[config.mk]
export PLATFORM = sky130hd
export DESIGN_NAME = spi_frame_collector
export DESIGN_NICKNAME = d
export VERILOG_FILES = /design/src/rtl/spi_frame_collector.sv
export SDC_FILE = /design/constraint.sdc
export NUM_CORES = 1
export LEC_CHECK = 0
export ABC_AREA = 1
export BUFFER_PORTS_ARGS = -buffer_cell sky130_fd_sc_hd__buf_2
export CAP_MARGIN = 20
export CORE_MARGIN = 1
export CORE_UTILIZATION = 45
export CTS_BUF_LIST = sky130_fd_sc_hd__clkbuf_4 sky130_fd_sc_hd__clkbuf_8
export CTS_CLUSTER_DIAMETER = 40
export DETAILED_ROUTE_END_ITERATION = 8
export PLACE_DENSITY = 0.62
export RECOVER_POWER = 100
export SLEW_MARGIN = 0
export SYNTH_ARGS = -nofsm -noshare
export SYNTH_HDL_FRONTEND = slang
export SYNTH_SLANG_ARGS = --single-unit
[constraint.sdc]
create_clock -name pclk -period 15.95 [get_ports pclk]
set_input_delay 3.19 -clock pclk [delete_from_list [all_inputs] [get_ports pclk]]
set_output_delay 3.19 -clock pclk [all_outputs]
set_load 0.02 [all_outputs]
[src/rtl/spi_frame_collector.sv]
// spi_frame_collector: passive SPI frame monitor in the pclk domain.
// Oversamples sclk/csn/mosi/miso through 2-flop synchronizers and splits
// each chip-select frame into cmd / addr / write-data / read-data fields.
//
// Ports:
//   pclk, preset        system clock, async active-high reset
//   spi_clk, spi_csn    SPI clock (CPOL=0, rising-edge sample), chip select
//   spi_mosi, spi_miso  serial data lines
//   cfg_*_len           phase lengths, latched on CS fall (0 skips a phase)
//   frm_cmd/addr        captured command/address, right-justified
//   frm_mosi/miso_data  last DATA_W write/read bits, right-justified
//   frm_valid           1-cycle pulse, complete frame captured
//   frm_error           1-cycle pulse, frame aborted
//   frm_extra_edges     sclk edges seen after the last phase (with frm_valid)
//
// Build option: SPI_FRAME_COLLECTOR_TIMEOUT_EN adds a stalled-frame
// timeout of TIMEOUT_CYC pclk cycles without an sclk rise.

module spi_frame_collector #(
   parameter int DATA_W      = 32,
   parameter int CNT_W       = 16,
   parameter int TIMEOUT_CYC = 1024
) (
   input  logic              pclk,
   input  logic              preset,
   input  logic              spi_clk,
   input  logic              spi_csn,
   input  logic              spi_mosi,
   input  logic              spi_miso,
   input  logic [5:0]        cfg_cmd_len,
   input  logic [5:0]        cfg_addr_len,
   input  logic [15:0]       cfg_dummy_len,
   input  logic [15:0]       cfg_mosi_len,
   input  logic [15:0]       cfg_miso_len,
   output logic [DATA_W-1:0] frm_cmd,
   output logic [DATA_W-1:0] frm_addr,
   output logic [DATA_W-1:0] frm_mosi_data,
   output logic [DATA_W-1:0] frm_miso_data,
   output logic              frm_valid,
   output logic              frm_error,
   output logic              frm_extra_edges
);

   typedef enum logic [2:0] {
      S_IDLE, S_CMD, S_ADDR, S_DUMMY, S_WDATA, S_RDATA, S_TAIL
   } state_t;

   state_t r_state, w_nxt;

   // [0],[1] synchronizer, [2] previous synchronized value for edges
   logic [2:0] r_sclk_q;
   logic [2:0] r_csn_q;
   logic [1:0] r_mosi_q;
   logic [1:0] r_miso_q;

   logic [5:0]  r_cmd_len, r_addr_len;
   logic [15:0] r_dummy_len, r_mosi_len, r_miso_len;

   logic [CNT_W-1:0]  r_cnt;
   logic [DATA_W-1:0] r_sh_cmd, r_sh_addr, r_sh_mosi, r_sh_miso;
   logic              r_extra;

   logic w_sclk_rise, w_cs_fall, w_cs_rise;
   logic w_start, w_adv, w_done, w_abort;
   logic w_timeout, w_wait_cs;
   logic [4:0] w_nz_cfg, w_nz_lat;

   // Next phase with nonzero length after cur; nz = {cmd,addr,dum,wr,rd}
   function automatic state_t f_next(input state_t cur,
                                     input logic [4:0] nz);
      logic [4:0] m;
      m = nz;
      case (cur)
         S_CMD:   m[4]   = 1'b0;
         S_ADDR:  m[4:3] = 2'b0;
         S_DUMMY: m[4:2] = 3'b0;
         S_WDATA: m[4:1] = 4'b0;
         S_RDATA: m      = 5'b0;
         S_TAIL:  m      = 5'b0;
         default: ;
      endcase
      if (m[4])      return S_CMD;
      else if (m[3]) return S_ADDR;
      else if (m[2]) return S_DUMMY;
      else if (m[1]) return S_WDATA;
      else if (m[0]) return S_RDATA;
      else           return S_TAIL;
   endfunction

   function automatic logic [CNT_W-1:0] f_len(
      input state_t s,
      input logic [5:0] cl, input logic [5:0] al,
      input logic [15:0] dl, input logic [15:0] wl,
      input logic [15:0] rl);
      case (s)
         S_CMD:   return CNT_W'(cl);
         S_ADDR:  return CNT_W'(al);
         S_DUMMY: return CNT_W'(dl);
         S_WDATA: return CNT_W'(wl);
         S_RDATA: return CNT_W'(rl);
         default: return '0;
      endcase
   endfunction

   assign w_sclk_rise = r_sclk_q[1] & ~r_sclk_q[2] & ~r_csn_q[1];
   assign w_cs_fall   = ~r_csn_q[1] &  r_csn_q[2];
   assign w_cs_rise   =  r_csn_q[1] & ~r_csn_q[2];

   assign w_nz_cfg = {|cfg_cmd_len, |cfg_addr_len, |cfg_dummy_len,
                      |cfg_mosi_len, |cfg_miso_len};
   assign w_nz_lat = {|r_cmd_len, |r_addr_len, |r_dummy_len,
                      |r_mosi_len, |r_miso_len};

   // Synchronizers. csn resets low so a reset with CS already low
   // (mid-frame) cannot fake a CS fall; a CS rise in IDLE is ignored.
   always_ff @(posedge pclk or posedge preset) begin
      if (preset) begin
         r_sclk_q <= '0;
         r_csn_q  <= '0;
         r_mosi_q <= '0;
         r_miso_q <= '0;
      end else begin
         r_sclk_q <= {r_sclk_q[1:0], spi_clk};
         r_csn_q  <= {r_csn_q[1:0], spi_csn};
         r_mosi_q <= {r_mosi_q[0], spi_mosi};
         r_miso_q <= {r_miso_q[0], spi_miso};
      end
   end

   always_ff @(posedge pclk or posedge preset) begin
      if (preset) r_state <= S_IDLE;
      else        r_state <= w_nxt;
   end

   always_comb begin
      w_nxt   = r_state;
      w_start = 1'b0;
      w_adv   = 1'b0;
      w_done  = 1'b0;
      w_abort = 1'b0;
      case (r_state)
         S_IDLE: begin
            if (w_cs_fall && !w_wait_cs) begin
               w_start = 1'b1;
               w_nxt   = f_next(S_IDLE, w_nz_cfg);
            end
         end
         S_TAIL: begin
            if (w_cs_rise) begin
               w_done = 1'b1;
               w_nxt  = S_IDLE;
            end
         end
         default: begin
            if (w_cs_rise) begin
               w_abort = 1'b1;
               w_nxt   = S_IDLE;
            end else if (w_sclk_rise && r_cnt == CNT_W'(1)) begin
               w_adv = 1'b1;
               w_nxt = f_next(r_state, w_nz_lat);
            end
         end
      endcase
      if (w_timeout) begin
         w_done  = 1'b0;
         w_adv   = 1'b0;
         w_abort = 1'b1;
         w_nxt   = S_IDLE;
      end
   end

   always_ff @(posedge pclk or posedge preset) begin
      if (preset) begin
         r_cmd_len       <= '0;
         r_addr_len      <= '0;
         r_dummy_len     <= '0;
         r_mosi_len      <= '0;
         r_miso_len      <= '0;
         r_cnt           <= '0;
         r_sh_cmd        <= '0;
         r_sh_addr       <= '0;
         r_sh_mosi       <= '0;
         r_sh_miso       <= '0;
         r_extra         <= 1'b0;
         frm_cmd         <= '0;
         frm_addr        <= '0;
         frm_mosi_data   <= '0;
         frm_miso_data   <= '0;
         frm_valid       <= 1'b0;
         frm_error       <= 1'b0;
         frm_extra_edges <= 1'b0;
      end else begin
         frm_valid <= w_done;
         frm_error <= w_abort;
         if (w_start) begin
            r_cmd_len   <= cfg_cmd_len;
            r_addr_len  <= cfg_addr_len;
            r_dummy_len <= cfg_dummy_len;
            r_mosi_len  <= cfg_mosi_len;
            r_miso_len  <= cfg_miso_len;
            r_cnt       <= f_len(w_nxt, cfg_cmd_len, cfg_addr_len,
                                 cfg_dummy_len, cfg_mosi_len,
                                 cfg_miso_len);
            r_sh_cmd    <= '0;
            r_sh_addr   <= '0;
            r_sh_mosi   <= '0;
            r_sh_miso   <= '0;
            r_extra     <= 1'b0;
         end else if (w_sclk_rise && r_state != S_IDLE) begin
            case (r_state)
               S_CMD:
                  r_sh_cmd  <= {r_sh_cmd[DATA_W-2:0], r_mosi_q[1]};
               S_ADDR:
                  r_sh_addr <= {r_sh_addr[DATA_W-2:0], r_mosi_q[1]};
               S_WDATA:
                  r_sh_mosi <= {r_sh_mosi[DATA_W-2:0], r_mosi_q[1]};
               S_RDATA:
                  r_sh_miso <= {r_sh_miso[DATA_W-2:0], r_miso_q[1]};
               S_TAIL:
                  r_extra   <= 1'b1;
               default: ;
            endcase
            if (r_state != S_TAIL) begin
               if (w_adv)
                  r_cnt <= f_len(w_nxt, r_cmd_len, r_addr_len,
                                 r_dummy_len, r_mosi_len, r_miso_len);
               else
                  r_cnt <= r_cnt - CNT_W'(1);
            end
         end
         if (w_done) begin
            frm_cmd         <= r_sh_cmd;
            frm_addr        <= r_sh_addr;
            frm_mosi_data   <= r_sh_mosi;
            frm_miso_data   <= r_sh_miso;
            frm_extra_edges <= r_extra;
         end
      end
   end

`ifdef SPI_FRAME_COLLECTOR_TIMEOUT_EN
   localparam int TO_W = $clog2(TIMEOUT_CYC + 1);

   logic [TO_W-1:0] r_to_cnt;
   logic            r_wait_cs;

   assign w_timeout = (r_state != S_IDLE) && !r_csn_q[1] &&
                      !w_sclk_rise &&
                      (r_to_cnt == TO_W'(TIMEOUT_CYC - 1));
   assign w_wait_cs = r_wait_cs;

   always_ff @(posedge pclk or posedge preset) begin
      if (preset) begin
         r_to_cnt  <= '0;
         r_wait_cs <= 1'b0;
      end else begin
         if (r_state == S_IDLE || r_csn_q[1] || w_sclk_rise)
            r_to_cnt <= '0;
         else
            r_to_cnt <= r_to_cnt + TO_W'(1);
         // after a timeout the stalled frame's CS must rise first
         if (w_timeout)
            r_wait_cs <= 1'b1;
         else if (r_csn_q[1])
            r_wait_cs <= 1'b0;
      end
   end
`else
   assign w_timeout = 1'b0;
   assign w_wait_cs = 1'b0;
`endif

endmodule
Word level (Yosys, flattened, before mapping)
Index checks and enable logic that the tools add are counted.
{ "word_totals": {"reg_bits": 349, "latchBits": 0, "ramBits": 0, "mem_bits_ro": 0, "inputBits": 66, "out_inout_bits": 131, "word_cells": 140, "n_memories": 0} }
{ "classes": {"addsub": 1, "mul": 0, "n_div": 0, "n_lt_le_gt_ge": 0, "eq_ne": 13, "shifts": 0, "mux": 64, "bitwise_logic": 7, "reduce_logical": 32} }
{ "ops": {"columns": ["op", "count"], "rows": [
  ["32-bit 2-to-1 mux", 12],
  ["16-bit case mux with 5 select lines", 2],
  ["16-bit OR reduction", 6],
  ["16-bit 2-to-1 mux", 4],
  ["1-bit 2-to-1 mux", 31],
  ["3-bit 2-to-1 mux", 10],
  ["6-bit OR reduction", 4],
  ["16-bit by 1-bit == test with 1-bit output (second input constant)", 1],
  ["16-bit by 1-bit subtractor with 16-bit output (second input constant)", 1],
  ["3-bit == test (second input constant)", 5],
  ["2-bit nonzero test", 7],
  ["3-bit by 2-bit == test with 1-bit output (second input constant)", 4],
  ["2-bit AND reduction", 6],
  ["2-bit 2-to-1 mux", 4],
  ["3-bit by 1-bit == test with 1-bit output (second input constant)", 2],
  ["3-bit case mux with 2 select lines", 1],
  ["5-bit OR reduction", 1],
  ["1-bit bitwise AND", 4],
  ["2-bit OR reduction", 2],
  ["4-bit OR reduction", 1],
  ["3-bit zero test", 1],
  ["3-bit inequality test (second input constant)", 1],
  ["1-bit inverter", 3],
  ["3-bit nonzero test", 1],
  ["other kinds (2)", 3]
]} }

Logic depth before layout (Yosys ltp)
Gate-level depths: netlist of the first run.
{ "depth": {"depth_word": 21, "mapped_depth": 21, "depth_no_buf": 21} }

Worst setup path before layout of the first run
No wires, ideal clock.
{ "synth_path": {"path_kind": "input port to flip-flop", "from": "in cfg_dummy_len[15]", "to": "reg r_cnt[6]", "setup_ps": 78, "t_arrival_ps": 4804, "path_slack_ps": 11068, "cell_stages": 16, "n_path_buf": 1, "cell_sequence": "inv_1 > nand4_1 > nor2_1 > nand2_1 > nor2_1 > nand2_1 > a21oi_1 > nand3_4 > nor2_4 > buf_6 > nand2_1 > nand3_1 > nand2_1 > o21ai_1 > nand2_1 > a21boi_1"} }
{ "synth_via": {"elab_chain_cells": 12, "elab_cells_between_ends": 17} }
{ "synth_rtl": {"columns": ["item", "line_no", "text"], "rows": [
  ["from (decl)", "32", "input logic [15:0] cfg_dummy_len,"],
  ["16-bit OR reduction *", "109", "assign w_nz_cfg = {|cfg_cmd_len, |cfg_addr_len, |cfg_dummy_len,"],
  ["3-bit 2-to-1 mux *", "84", "else if (m[2]) return S_DUMMY;"],
  ["3-bit 2-to-1 mux *", "83", "else if (m[3]) return S_ADDR;"],
  ["3-bit 2-to-1 mux *", "82", "if (m[4]) return S_CMD;"],
  ["3-bit 2-to-1 mux *", "143", "if (w_cs_fall && !w_wait_cs) begin"],
  ["3-bit case mux with 2 select lines *", "141", "case (r_state)"],
  ["3-bit == test, or another cell as far along", "95", "case (s)"],
  ["16-bit case mux with 5 select lines", "95", null],
  ["16-bit 2-to-1 mux", "224", "if (w_adv)"],
  ["16-bit 2-to-1 mux", "223", "if (r_state != S_TAIL) begin"],
  ["16-bit 2-to-1 mux", "209", "end else if (w_sclk_rise && r_state != S_IDLE) begin"],
  ["16-bit 2-to-1 mux *", "195", "if (w_start) begin"],
  ["to (signal assigned)", "201", "r_cnt <= f_len(w_nxt, cfg_cmd_len, cfg_addr_len,"],
  ["to (signal assigned)", "225", "r_cnt <= f_len(w_nxt, r_cmd_len, r_addr_len,"],
  ["to (signal assigned)", "228", "r_cnt <= r_cnt - CNT_W'(1);"],
  ["to (decl)", "59", "logic [CNT_W-1:0] r_cnt;"]
]} }
Every way passes the cells marked *; elsewhere a longest branch is shown, timed or not. The select of a mux whose other input is x is not followed.
A chain may end at the register's enable or synchronous reset.

Worst setup path in the final report of the first run
{ "layout_path": {"from": "reg r_state[1]", "to": "reg frm_mosi_data[0]"} }
{ "layout_via": {"elab_chain_cells": 2} }
{ "layout_rtl": {"columns": ["item", "line_no", "text"], "rows": [
  ["from (decl)", "48", "state_t r_state, w_nxt;"],
  ["from (signal assigned)", "132", "else r_state <= w_nxt;"],
  ["3-bit == test", "141", null],
  ["1-bit 2-to-1 mux", "141", null],
  ["named net w_done", "64", "logic w_start, w_adv, w_done, w_abort;"],
  ["to (signal assigned)", "234", "frm_mosi_data <= r_sh_mosi;"],
  ["to (decl)", "37", "output logic [DATA_W-1:0] frm_mosi_data,"]
]} }
The timed path passes the listed nets, and every way through them passes these cells.

==> results of run 1 <==
## flip-flops by register name (all words and copies together), names as in the netlist, 16 cells and up
signal	count
frm_addr	32
frm_cmd	32
frm_miso_data	32
frm_mosi_data	32
r_cnt	16
r_dummy_len	16
r_miso_len	16
r_mosi_len	16
r_sh_addr	32
r_sh_cmd	32
r_sh_miso	32
r_sh_mosi	32
## stage by stage
step	power [mW]	cells	hold slack, ps	util
after floorplan	1.116	1803	331.2	-
after global placement	1.171	2366	334.9	0.5007
after detailed placement	1.176	2366	334.7	0.5007
after CTS	2.073	2471	335.2	0.5411
after global routing	2.148	2472	375.0	0.5349
final	2.052	2472	345.7	0.5349
## cells in the final DEF, fill, tap and decap left out, types with 2 or more instances in the layout
cell / count
o21ai_1: 7
inv_2: 14
a21boi_0: 11
a31oi_1: 2
nand4_1: 25
clkinv_2: 7
clkbuf_4: 18
nand3_1: 77
nor3_1: 10
clkbuf_8: 71
buf_2: 64
inv_1: 243
ha_1: 2
clkinvlp_2: 3
xor2_1: 8
nor4_1: 2
bufinv_16: 5
a21oi_1: 55
o211ai_1: 10
o22ai_1: 57
nand2_1: 475
nor2_4: 4
nand2_2: 5
buf_4: 5
nor2_2: 3
clkinvlp_4: 3
o21ai_0: 220
clkbuf_1: 138
dfrtp_1: 349
nor2_1: 126
## metal layers
layer  vias to the layer above  routed length (um)  share of wire
li1                       6102                   -              -
met1                      5824               17650           0.47
met2                       348               16830           0.45
met3                        90                2089          0.055
met4                         0                1115          0.030
met5                         -                   0              0
## worst max-delay path by stage
| stage | endpoint | slack (ps) | cells after the start |
|---|---|---|---|
| floorplan | frm_addr[0]$_DFFE_PP0P_ | 3080 | 1 |
| global placement | r_cnt[10]$_DFFE_PP0P_ | 9810 | 20 |
| detailed placement | r_cnt[10]$_DFFE_PP0P_ | 9680 | 20 |
| CTS | r_cnt[12]$_DFFE_PP0P_ | 10320 | 20 |
| global route | frm_miso_data[28]$_DFFE_PP0P_ | 7170 | 8 |
| finish | frm_mosi_data[0]$_DFFE_PP0P_ | 8290 | 7 |
## kinds of logic after synthesis
family,count (synthesis)
XOR/XNOR,8
AND/OR/NAND/NOR,731
AO/OA/AOI/OAI,365
flip-flops,349
adder cells (fa/ha/maj),2
buffers and inverters,348
## report_power, final
part	switching, mW	leakage, nW	internal, mW
Sequential	0.0396	4.70	0.934
Clock	0.366	0.696	0.525
Combinational	0.124	3.15	0.0628
## critical path, stage by stage, from the launching register on
cell and delay, ps:
dfrtp_1 440, nand2_1 100, nor2_1 140, inv_1 100, nor2_1 600, clkinvlp_2 3040, clkbuf_1 2190, o21ai_0 730
## final cells by class
cell class              count  area share
flip-flops and latches    349      0.4968
multi-input cells        1106      0.2877
clock buffers              89     0.06327
inverters                 261     0.05594
repair buffers            209     0.05252
well taps                 442     0.03146
clock inverters            16     0.01231
==> metrics, run 1 <==
fin. max-slew vios 585; worst r2r path cells 7; r2r setup slk 8290 ps; Hold Path Origin r_miso_q[0]$_DFF_PP0_; EDFF count, synth 0; Layout Area Growth over Synthesis 15.83%; Mapped Nets 1871; post-synthesis compound-gate area fraction 0.1291; Req. time, crit path 16400 ps; antenna cells 0; hold crit path type flip-flop to flip-flop; setup_tns 0 ps; met1 Usage GRT 0.3077; Syn Inst Count 1803; count of final setup violators 0; CP Data Arrival Time between 8000 and 9000 ps; Synth top area share 0.5754; GRT met3 Usage 0.03991; crit path kind flip-flop to flip-flop; hpwl dp 24810 um; post-cts sizing count 0; Worst Tran Pin Value around 4600 ps; finished layout cell area 17580 um^2; LEAKAGE 8.546 nW; min Tclk post-route 7662 ps; initial antenna violation count 0; H-tree Lvls 2; Max Cap Viol 7; total grt overflow 0; Clock Skew 16.72 ps; number of global-route vias before repair 11790; DIE AREA 34470 um^2; Num CTS Buffers 60; DR vias 12360; DRT Pass-1 Iters 5; crit path max fanout 129; pre-CTS setup slack approximately 9700 ps; Synth Register Bits approximately 350; Worst Setup SP r_state[1]$_DFF_PP0_; drt initial violations 869; Synth area leaders dfrtp_1, nand2_1, o21ai_0, inv_1, nor2_1; R2R Path Start r_state[1]$_DFF_PP0_; Layout Nets 2055; setup bufs post-CTS 0; clk buf depth 3; gpl congestion 0.8747; Syn Area/Cell 8.418 um^2; area after detailed placement 16460 um^2; register area 8733 um^2; fraction of layout instances using a drive strength above 1 0.1039; largest net degree at the start of global routing 170; Ys Warns 0; Routed WL per cell between 15 and 20 um; cell taking the most area after synthesis dfrtp_1; I/O Buffers 196; Hold Path Depth 0; pwr dens 116.7 nW/um^2; Critical Path Source Type flip-flop; clock slew at reported path FFs 60 ps; status complete, but fails checks; most frequent cells after synthesis nand2_1, dfrtp_1, inv_1, o21ai_0, nor2_1; Worst setup EP type flip-flop; DRC viols 0; CTS tree built; failing checks capacitance limit, slew limit; Reg-to-Reg End frm_mosi_data[0]$_DFFE_PP0P_; CTS Hold Bufs 0; first-pass GRT wire length 60310 um; share of the clock period used by the worst path 0.4804; share of synthesized registers carrying an async set or reset 1.000; final wirelength 37690 um; top-count cell post-synth nand2_1; Synth Area in XOR/XNOR 0.004616; # rows 66; post-synthesis mux area share 0; Num Clock Sinks 349; hold endpoint r_miso_q[1]$_DFF_PP0_; Synth cell types 34; GR Layer Usage met2 0.3414; DRT antenna net count 0; sequential fraction of the synthesis area 0.5754; simple-gate area share of the yosys netlist 0.1995; final hold vios 0; Peak VDD IR 0.07077 mV; cell area after synthesis 15180 um^2; GRT busiest layer met2; Global Route Usage Sum 0.2196; worst rel slew slack -2.096; RSZ-0062 raised after global routing no; # fillers 3266; die extent in x between 150 and 200 um; Initial Util 0.4618; multi-input logic area 5059 um^2; Peak Freq 130.5 MHz; core area between 30000 and 40000 um^2; die height 185.7 um; largest family of logic cells by synthesized area simple AND/OR/NAND/NOR gates; worst setup margin 8288 ps; Ports 197; Synth Area in Adders 0.001649; Synth Flop Type dfrtp_1; Worst-Skew Late Latency 610 ps; routed vias/inst 5.002; Root Driver clkbuf_8
Note: power is estimated with default switching activity, not from simulation.
==> run 2, diff against run 1 <==
==> constraint.sdc (replaced) <==
create_clock -name pclk -period 7.32 [get_ports pclk]
set_input_delay 1.464 -clock pclk [delete_from_list [all_inputs] [get_ports pclk]]
set_output_delay 1.464 -clock pclk [all_outputs]
set_load 0.02 [all_outputs]
==> run 2 against run 1 <==
The run still ends with capacitance limit, slew limit left. Largest power group unchanged. Non-clock buffer count is 3 higher. Sequential share of layout area down 0.11 points. Critical path depth is 2 higher. Power grew 110%. Core utilization grew 0.12 points. First-iteration DRC count shrank 7.2%. Flip-flop and latch count stayed put. Count of clock-buffer cells in the layout grew 11. Clock skew grew 38 ps. Via count is 0.35% higher.
==> metrics, run 2 (synthesized netlist as in run 1, its figures left out) <==
share of the clock period used by the worst path 0.7393 (+0.2589); final hold vios 0 (unchanged); Routed WL per cell 15.16 um (-0.56%); finished layout cell area 17620 um^2 (+0.22%); net load switching power 1.132 mW (+110%); Critical Path Source Type flip-flop; clock share of power 0.425 (-0.009); area after detailed placement 16460 um^2 (about the same); DRT Pass-1 Iters 5 (unchanged); Peak VDD IR 0.1228 mV (+74%); Comb pwr share 0.093 (+0.002); DRC viols 0 (unchanged); Total Power 4.402 mW (+110%); Reg power frac 0.482 (+0.008); crit path max fanout 95 (-26%); Root Driver clkbuf_8; worst rel slew slack -1.333 (+0.7626); status complete, but fails checks; worst path bufs/invs 5 (+2); largest net degree at the start of global routing 137 (-19%); clk buf depth 3 (unchanged); drt initial violations 806 (-7.2%); non-filler cells, final 2477 (+0.20%); failing checks capacitance limit, slew limit; final wirelength 37550 um (-0.36%); H-tree Lvls 2 (unchanged); hpwl dp 24860 um (+0.18%); core area 32870 um^2 (unchanged); fin. max-slew vios 204 (-65%); initial antenna violation count 1 (+1); fraction of layout instances using a drive strength above 1 0.1047 (+0.0007789); post-cts sizing count 0 (unchanged); count of final setup violators 0 (unchanged); Worst-Skew Late Latency 600 ps (about the same); Worst Tran Pin Value 3500 ps (-1119 ps); CTS tree built; # fillers 3224 (-1.3%); die extent in x 185.7 um (unchanged); critical path's top delay family buffers and inverters; first-pass GRT wire length 60150 um (-0.26%); Layout Area Growth over Synthesis 16.08%; final design utilization 0.5361 (+0.001181); CTS Hold Bufs 0 (unchanged); die height 185.7 um (unchanged); clock slew at reported path FFs 50 ps (about the same); # rows 66 (unchanged); Max Cap Viol 4 (-3); r2r setup slk 1910 ps (-6380 ps); LEAKAGE 8.575 nW (+0.34%); worst setup margin 1908 ps (-6380 ps); Slowest cell on crit path nor2_1; Worst path max stage delay 1100 ps (-1940 ps); Int Pwr 3.270 mW (+110%); routed vias/inst 5.009 (+0.15%); DR vias 12410 (+0.35%); most frequent cells in the layout nand2_1, dfrtp_1, inv_1, o21ai_0, clkbuf_1; DRT antenna net count 0 (unchanged); gpl congestion 0.8918 (+2.0%); Ports 197 (unchanged); min Tclk post-route 5412 ps (-2250 ps); pre-CTS setup slack 2821 ps (-6863 ps); crit path kind flip-flop to flip-flop; number of global-route vias before repair 11720 (-0.57%); setup bufs post-CTS 0 (unchanged); pwr dens 249.8 nW/um^2 (+110%); Clock Skew 54.30 ps (+37.58 ps); Layout Nets 2058 (+0.15%); cell-by-cell trace of the critical path nor3_1, inv_2, nor2_1, clkbuf_1, inv_4, buf_4, o21ai_0, clkbuf_1, o21ai_0; Switching Fraction 0.2572 (-0.001104); total grt overflow 0 (unchanged); Initial Util 0.4618 (unchanged); dpl cells 2366 (unchanged); setup_tns 0 ps (unchanged); Num CTS Buffers 60 (unchanged); leading cell type in the layout, fill and taps excluded nand2_1; RSZ-0062 raised after global routing no; Global Route Usage Sum 0.2189 (-0.0007579); I/O Buffers 196 (unchanged); Peak Freq 184.8 MHz (+42%); hold crit path type flip-flop to flip-flop; Num Clock Sinks 349 (unchanged); Worst setup EP type flip-flop; CP Data Arrival Time 5800 ps (-2320 ps); Req. time, crit path 7710 ps (-8690 ps); Fin Hold WS 345.4 ps (-0.2490 ps); DIE AREA 34470 um^2 (unchanged)
[run 2: cell count changes in the layout (fill, tap and decap cells not counted), moves of 3 or more]
cell / change
clkbuf_4: +10
clkinv_2: -6
a21boi_0: -3
a21boi_1: +3
clkinvlp_2: -3
bufinv_16: -3
[run 2: per-layer routing]
layer	track usage	wire [um]	vias to the layer above
li1	-	-	6115
met1	0.3098	17460	5887
met2	0.3446	17260	340
met3	0.03854	2067	65
met4	0.06295	764	0
met5	0	0	-
[run 2: layout make-up]
type                    instances  area (um^2)  share of cell area
diodes                          1        2.502           0.0001420
clock buffers                 100         1201             0.06817
clock inverters                 6        100.1            0.005681
inverters                     261        991.0             0.05624
multi-input cells            1106         5056              0.2870
flip-flops and latches        349         8733              0.4957
well taps                     442        553.0             0.03139
repair buffers                212        982.2             0.05574
[run 2: power by group through the flow]
stage	logic [mW]	registers, mW	clock network, mW
2_1_floorplan	0.305	2.13	0
3_3_place_gp	0.408	2.15	0
3_5_place_dp	0.413	2.15	0
4_1_cts	0.415	2.12	1.92
5_1_grt	0.470	2.13	2.02
6_report	0.407	2.12	1.87
[run 2: path summary, 6_finish.rpt]
path / from / to / cells after the start
worst min-delay path: r_sclk_q[0]$_DFF_PP0_ / r_sclk_q[1]$_DFF_PP0_ / 0
worst max register to register: r_state[1]$_DFF_PP0_ / r_sh_addr[22]$_DFFE_PP0P_ / 9
worst min register to register: r_sclk_q[0]$_DFF_PP0_ / r_sclk_q[1]$_DFF_PP0_ / 0
worst max-delay path: r_state[1]$_DFF_PP0_ / r_sh_addr[22]$_DFFE_PP0P_ / 9
max in group asynchronous: preset / frm_addr[13]$_DFFE_PP0P_ / 5
min in group asynchronous: preset / r_addr_len[1]$_DFFE_PP0P_ / 3
